[src/rtl/wb_rr_arbiter.sv]
// Round-robin Wishbone arbiter: N masters share one 32-bit slave port, the bus is
// held for the owner's whole cycle, and a watchdog errors strobes that stall too long.
`timescale 1ns/1ps

module wb_rr_arbiter_lane (
   input  logic own,
   input  logic cyc,
   input  logic stb,
   input  logic rst,
   input  logic s_ack,
   input  logic s_err,
   input  logic to_fire,
   output logic req,
   output logic ack,
   output logic err
);
   assign req = cyc & stb;
   assign ack = own & s_ack & ~rst;
   assign err = own & (s_err | to_fire) & ~rst;
endmodule

module wb_rr_arbiter #(
   parameter int C_NUM_MASTERS  = 2,
   parameter int C_TIMEOUT      = 1024,
   parameter int C_TO_CNT_WIDTH = 16
) (
   input  logic                          wb_clk_i,
   input  logic                          wb_rst_i,
   input  logic [C_NUM_MASTERS-1:0]      m_cyc_i,
   input  logic [C_NUM_MASTERS-1:0]      m_stb_i,
   input  logic [C_NUM_MASTERS-1:0]      m_we_i,
   input  logic [4*C_NUM_MASTERS-1:0]    m_sel_i,
   input  logic [32*C_NUM_MASTERS-1:0]   m_adr_i,
   input  logic [32*C_NUM_MASTERS-1:0]   m_dat_i,
   output logic [31:0]                   m_dat_o,
   output logic [C_NUM_MASTERS-1:0]      m_ack_o,
   output logic [C_NUM_MASTERS-1:0]      m_err_o,
   output logic                          s_cyc_o,
   output logic                          s_stb_o,
   output logic                          s_we_o,
   output logic [3:0]                    s_sel_o,
   output logic [31:0]                   s_adr_o,
   output logic [31:0]                   s_dat_o,
   input  logic [31:0]                   s_dat_i,
   input  logic                          s_ack_i,
   input  logic                          s_err_i,
   output logic [C_NUM_MASTERS-1:0]      grant_o,
   output logic [C_TO_CNT_WIDTH-1:0]     to_count_o
);
   localparam int OW = (C_NUM_MASTERS > 1) ? $clog2(C_NUM_MASTERS) : 1;
   localparam int TW = $clog2(C_TIMEOUT);
   localparam logic [C_NUM_MASTERS-1:0] ONE = C_NUM_MASTERS'(1);

   typedef enum logic {IDLE, BUSY} state_t;

   state_t                     state;
   logic [OW-1:0]              owner, last_owner, nxt_owner;
   logic [TW-1:0]              timer;
   logic [C_TO_CNT_WIDTH-1:0]  to_count;
   logic [C_NUM_MASTERS-1:0]   req, own_vec;
   logic                       any_req, own_valid, own_cyc, own_stb, own_we;
   logic [3:0]                 own_sel;
   logic [31:0]                own_adr, own_dat;
   logic                       busy, to_cycle, to_fire, stb_gated;

   // Owner mux; an out-of-range owner leaves own_valid low and is bounced to IDLE.
   always_comb begin
      own_vec   = '0;
      own_valid = 1'b0;
      own_cyc   = 1'b0;
      own_stb   = 1'b0;
      own_we    = 1'b0;
      own_sel   = '0;
      own_adr   = '0;
      own_dat   = '0;
      for (int k = 0; k < C_NUM_MASTERS; k++) begin
         if (owner == OW'(k)) begin
            own_vec[k] = (state == BUSY);
            own_valid  = 1'b1;
            own_cyc    = m_cyc_i[k];
            own_stb    = m_stb_i[k];
            own_we     = m_we_i[k];
            own_sel    = m_sel_i[4*k +: 4];
            own_adr    = m_adr_i[32*k +: 32];
            own_dat    = m_dat_i[32*k +: 32];
         end
      end
   end

   // Lowest offset from last_owner wins, so walk the offsets from far to near.
   always_comb begin
      any_req   = 1'b0;
      nxt_owner = last_owner;
      for (int i = C_NUM_MASTERS; i >= 1; i--) begin
         if (req[OW'((int'(last_owner) + i) % C_NUM_MASTERS)]) begin
            any_req   = 1'b1;
            nxt_owner = OW'((int'(last_owner) + i) % C_NUM_MASTERS);
         end
      end
   end

   assign busy      = (state == BUSY) && own_valid;
   assign to_cycle  = busy && own_stb && (timer == TW'(C_TIMEOUT - 1));
   // A slave response in the watchdog cycle takes precedence over the timeout error.
   assign to_fire   = to_cycle && !s_ack_i && !s_err_i;
   assign stb_gated = busy && own_stb && !to_cycle;

   assign s_cyc_o    = busy && own_cyc && !wb_rst_i;
   assign s_stb_o    = stb_gated && !wb_rst_i;
   assign s_we_o     = own_we;
   assign s_sel_o    = own_sel;
   assign s_adr_o    = own_adr;
   assign s_dat_o    = own_dat;
   assign m_dat_o    = s_dat_i;
   assign to_count_o = to_count;

   for (genvar k = 0; k < C_NUM_MASTERS; k++) begin : g_lane
      wb_rr_arbiter_lane u_lane (
         .own     (own_vec[k]),
         .cyc     (m_cyc_i[k]),
         .stb     (m_stb_i[k]),
         .rst     (wb_rst_i),
         .s_ack   (s_ack_i),
         .s_err   (s_err_i),
         .to_fire (to_fire),
         .req     (req[k]),
         .ack     (m_ack_o[k]),
         .err     (m_err_o[k])
      );
   end

   always_ff @(posedge wb_clk_i) begin
      if (wb_rst_i) begin
         state      <= IDLE;
         owner      <= '0;
         last_owner <= OW'(C_NUM_MASTERS - 1);
         grant_o    <= '0;
         timer      <= '0;
         to_count   <= '0;
      end else begin
         if (to_fire && (to_count != '1))
            to_count <= to_count + C_TO_CNT_WIDTH'(1);
         case (state)
            IDLE: begin
               timer <= '0;
               if (any_req) begin
                  owner   <= nxt_owner;
                  grant_o <= ONE << nxt_owner;
                  state   <= BUSY;
               end
            end
            BUSY: begin
               if (!own_valid) begin
                  state   <= IDLE;
                  grant_o <= '0;
                  timer   <= '0;
               end else if (!own_cyc) begin
                  last_owner <= owner;
                  state      <= IDLE;
                  grant_o    <= '0;
                  timer      <= '0;
               end else if (to_cycle || !stb_gated || s_ack_i || s_err_i) begin
                  timer <= '0;
               end else begin
                  timer <= timer + TW'(1);
               end
            end
            default: begin
               state   <= IDLE;
               grant_o <= '0;
               timer   <= '0;
            end
         endcase
      end
   end
endmodule

[config.mk]
export PLATFORM = sky130hd
export DESIGN_NAME = wb_rr_arbiter
export DESIGN_NICKNAME = d
export VERILOG_FILES = /design/src/rtl/wb_rr_arbiter.sv
export SDC_FILE = /design/constraint.sdc
export NUM_CORES = 1
export LEC_CHECK = 0
export CAP_MARGIN = 10
export CORE_AREA = 2 2 119 121
export DETAILED_ROUTE_END_ITERATION = 10
export DIE_AREA = 0 0 121 123
export PLACE_DENSITY = 0.62
export REMOVE_ABC_BUFFERS = 1
export SYNTH_ARGS = -nofsm -noshare
export SYNTH_HDL_FRONTEND = slang
export SYNTH_SLANG_ARGS = --single-unit
[constraint.sdc]
create_clock -name wb_clk_i -period 3.76 [get_ports wb_clk_i]
set_input_delay 0.94 -clock wb_clk_i [delete_from_list [all_inputs] [get_ports wb_clk_i]]
set_output_delay 0.94 -clock wb_clk_i [all_outputs]
set_load 0.02 [all_outputs]
==> out/metrics.yaml <==
clocking:
  cts_max_level: 2
  cts_buffer_depth: 2
  clockRootBuffer: "clkbuf_16"
  cts_sinks: 31
  cts_setup_buffers: 0
  cts_resized: 0
  cts_buffers: 5
  hold_buffers: 0
  path_clk_slew_ns: 0.05
  clk_latency_ns: 0.27
  cts_tree: "yes"
routing:
  wire_per_inst_um: 28.2
  num_vias: 3028
  drt_pass1_iterations: 4
  antenna_left: 0
  wirelength_mm: 18.8
  routed_via_density: 4.53
  dr.first_iter.drc_count: 126
  drc: 0
global_routing:
  grt_first_pass_wirelength_mm: 24.5
  grt_overflow: 0
  antenna_found_initial: 0
  grt_pass1_vias: 3060
  grt_max_degree: 76
  grt_use_total: 0.244
power_and_ir_drop:
  p_per_area_mw_per_mm2: 253
  leakage_nw: 1.81
  ir_drop_mv: 0.205
  p_total_w: 0.00130
floorplan:
  die_area_mm2: 0.0149
  start_util: 0.193
  num_rows: 43
  die_w_um: 121
  core_mm2: 0.0136
  die_h_um: 123
  io_pins: 303
yosys:
  yosysWarnings: 0
  synth-seq-cells: 31
  syn_avg_cell_area_um2: 9.18
  synth_cell_types: 44
  yosys-top-cells-area: "mux2_2, dfxtp_1, buf_4"
  synth.largest_area_cell: "mux2_2"
  synth_area_mm2: 0.00263
  ys_seq_area_frac: 0.236
  synth_top_area_frac: 0.299
  synthCells: 287
worst_setup_path:
  reg2reg_depth: 5
  rr_startpoint: "to_count_o[3]"
  cp.required_ns: 2.82
  regToRegSetupSlack_ns: 1.55
  cp-end-kind: "primary output"
  start_kind: "input pin"
  path_max_fanout: 4
  arrival_ns: 2.64
  path_class: "input pin to primary output"
  r2r_end: "to_count_o[8]"
placement:
  dp_slack_ns: 0.0112
  port_buffers: 238
  place_hpwl_mm: 16.7
  gp_congestion: 0.921
timing:
  period_needed_ns: 3.58
  slew-limit-headroom: 0.467
  fmax_ghz: 0.280
  finalWorstSetupSlack_ns: 0.184
  rsz0062_at_grt: "no"
  post-route-period-util: 0.951
  setup_viol: 0
  slew_viol_final: 0
  fin_skew_ns: 0.00630
  hold_viol: 0
  worst_slew_pin_slew_ns: 0.794
  tns_ns: 0
  holdWs_ns: 0.467
run_status:
  outcome: "completed"
hold_path:
  min_to: "timer[0]"
  holdPathStages: 1
  hp-start: "timer[0]"
  min_path_type: "flip-flop to flip-flop"
cells_and_area:
  area_growth_pct: 95.3
  diodes: 0
  finalNetCount: 667
  n_fill_cell: 1330
  drive_gt1_frac: 0.199
run:
  max_cap_viol_count: 0
sequential cells by signal (all words and copies together), names as in the netlist:
signal,flops
grant_o,2
last_owner,1
owner,1
state,1
timer,10
to_count_o,16
cells in the mapped netlist, drive strengths merged:
cell type and instances:
and2 2, and3 1, inv 4, and4 3, xor2 6, a41oi 1
buf 44, nor2b 3, ha 2, a211oi 1, or2b 1, nand2 10
clkbuf 5, nor4 6, nor3 5, dfxtp 31, o21ai 2, nand3b 3
mux2 71, nand3 9, o21bai 2, or3b 1, nand4 10, nor4bb 1
xnor2 13, and4bb 1, nor4b 1, mux2i 1, a21bo 1, a31oi 1
a21oi 7, nor2 36, nor3b 2
layer usage:
| metal | share of wire | global-route usage | vias up |
|---|---|---|---|
| li1 | - | - | 1380 |
| met1 | 0.32 | 0.218 | 1393 |
| met2 | 0.45 | 0.394 | 235 |
| met3 | 0.21 | 0.235 | 18 |
| met4 | 0.023 | 0.0567 | 2 |
| met5 | 0.0051 | 0.0486 | - |
layout make-up:
type                       instances  area, um^2  area share
sequential                        31         624       0.121
clock buffer                       7         154      0.0299
multi-input combinational        203        1670       0.324
tap                              180         225      0.0438
clock inverter                     1        30.0     0.00584
inverter                           4        15.0     0.00292
timing repair buffer             242        2430       0.472
cells in the final DEF (no fill, tap or decap), types with 7 or more instances in the layout:
master           synthesis  routed
mux2_2                  70      70
nand2_1                 10      10
xnor2_1                 13      13
a21oi_1                  7       7
dfxtp_1                 31      30
nor2_1                  34      34
nand4_1                  8       8
nand3_1                  9       9
clkdlybuf4s50_1          0     236
per-stage QoR:
step / std cells / utilization / area [um^2]
final: 668 / 0.378 / 5140
after global routing: 668 / 0.378 / 5140
after CTS: 668 / 0.377 / 5140
after detailed placement: 660 / 0.364 / 4950
after global placement: 660 / 0.364 / 4950
after floorplan: 238 / - / 2300
where the power goes:
part	switching [W]	internal [W]	total [W]	leakage (nW)
Sequential	0.00000408	0.000332	0.000336	0.251
Clock	0.000148	0.000353	0.000502	0.0893
Combinational	0.000187	0.000276	0.000463	1.47
how the worst max path moves through the flow:
stage                           from          to  slack [ns]
after floorplan                owner  m_err_o[0]       -0.14
after global placement    m_stb_i[0]  m_err_o[1]        0.04
after detailed placement  m_stb_i[0]  m_err_o[0]        0.01
after CTS                 m_stb_i[0]  m_err_o[0]       0.001
after global routing        wb_rst_i     s_cyc_o         0.1
final                       wb_rst_i     s_cyc_o        0.18
critical path, stage by stage:
cell and delay (ns):
clkdlybuf4s50_1 0.48, nor2b_2 0.23, nor2b_1 0.29, clkdlybuf4s50_1 0.70
logic make-up (layout without fill, tap and decap cells):
family,after synthesis,in the layout,synth area share
AO/OA/AOI/OAI,15,15,0.0352
XOR/XNOR,19,19,0.0632
adder cells (fa/ha/maj),2,2,0.00950
buffers and inverters,53,254,0.133
flip-flops,31,31,0.236
multiplexers,72,72,0.307
AND/OR/NAND/NOR,95,95,0.217
No activity file was read; power rests on OpenSTA's default activity.
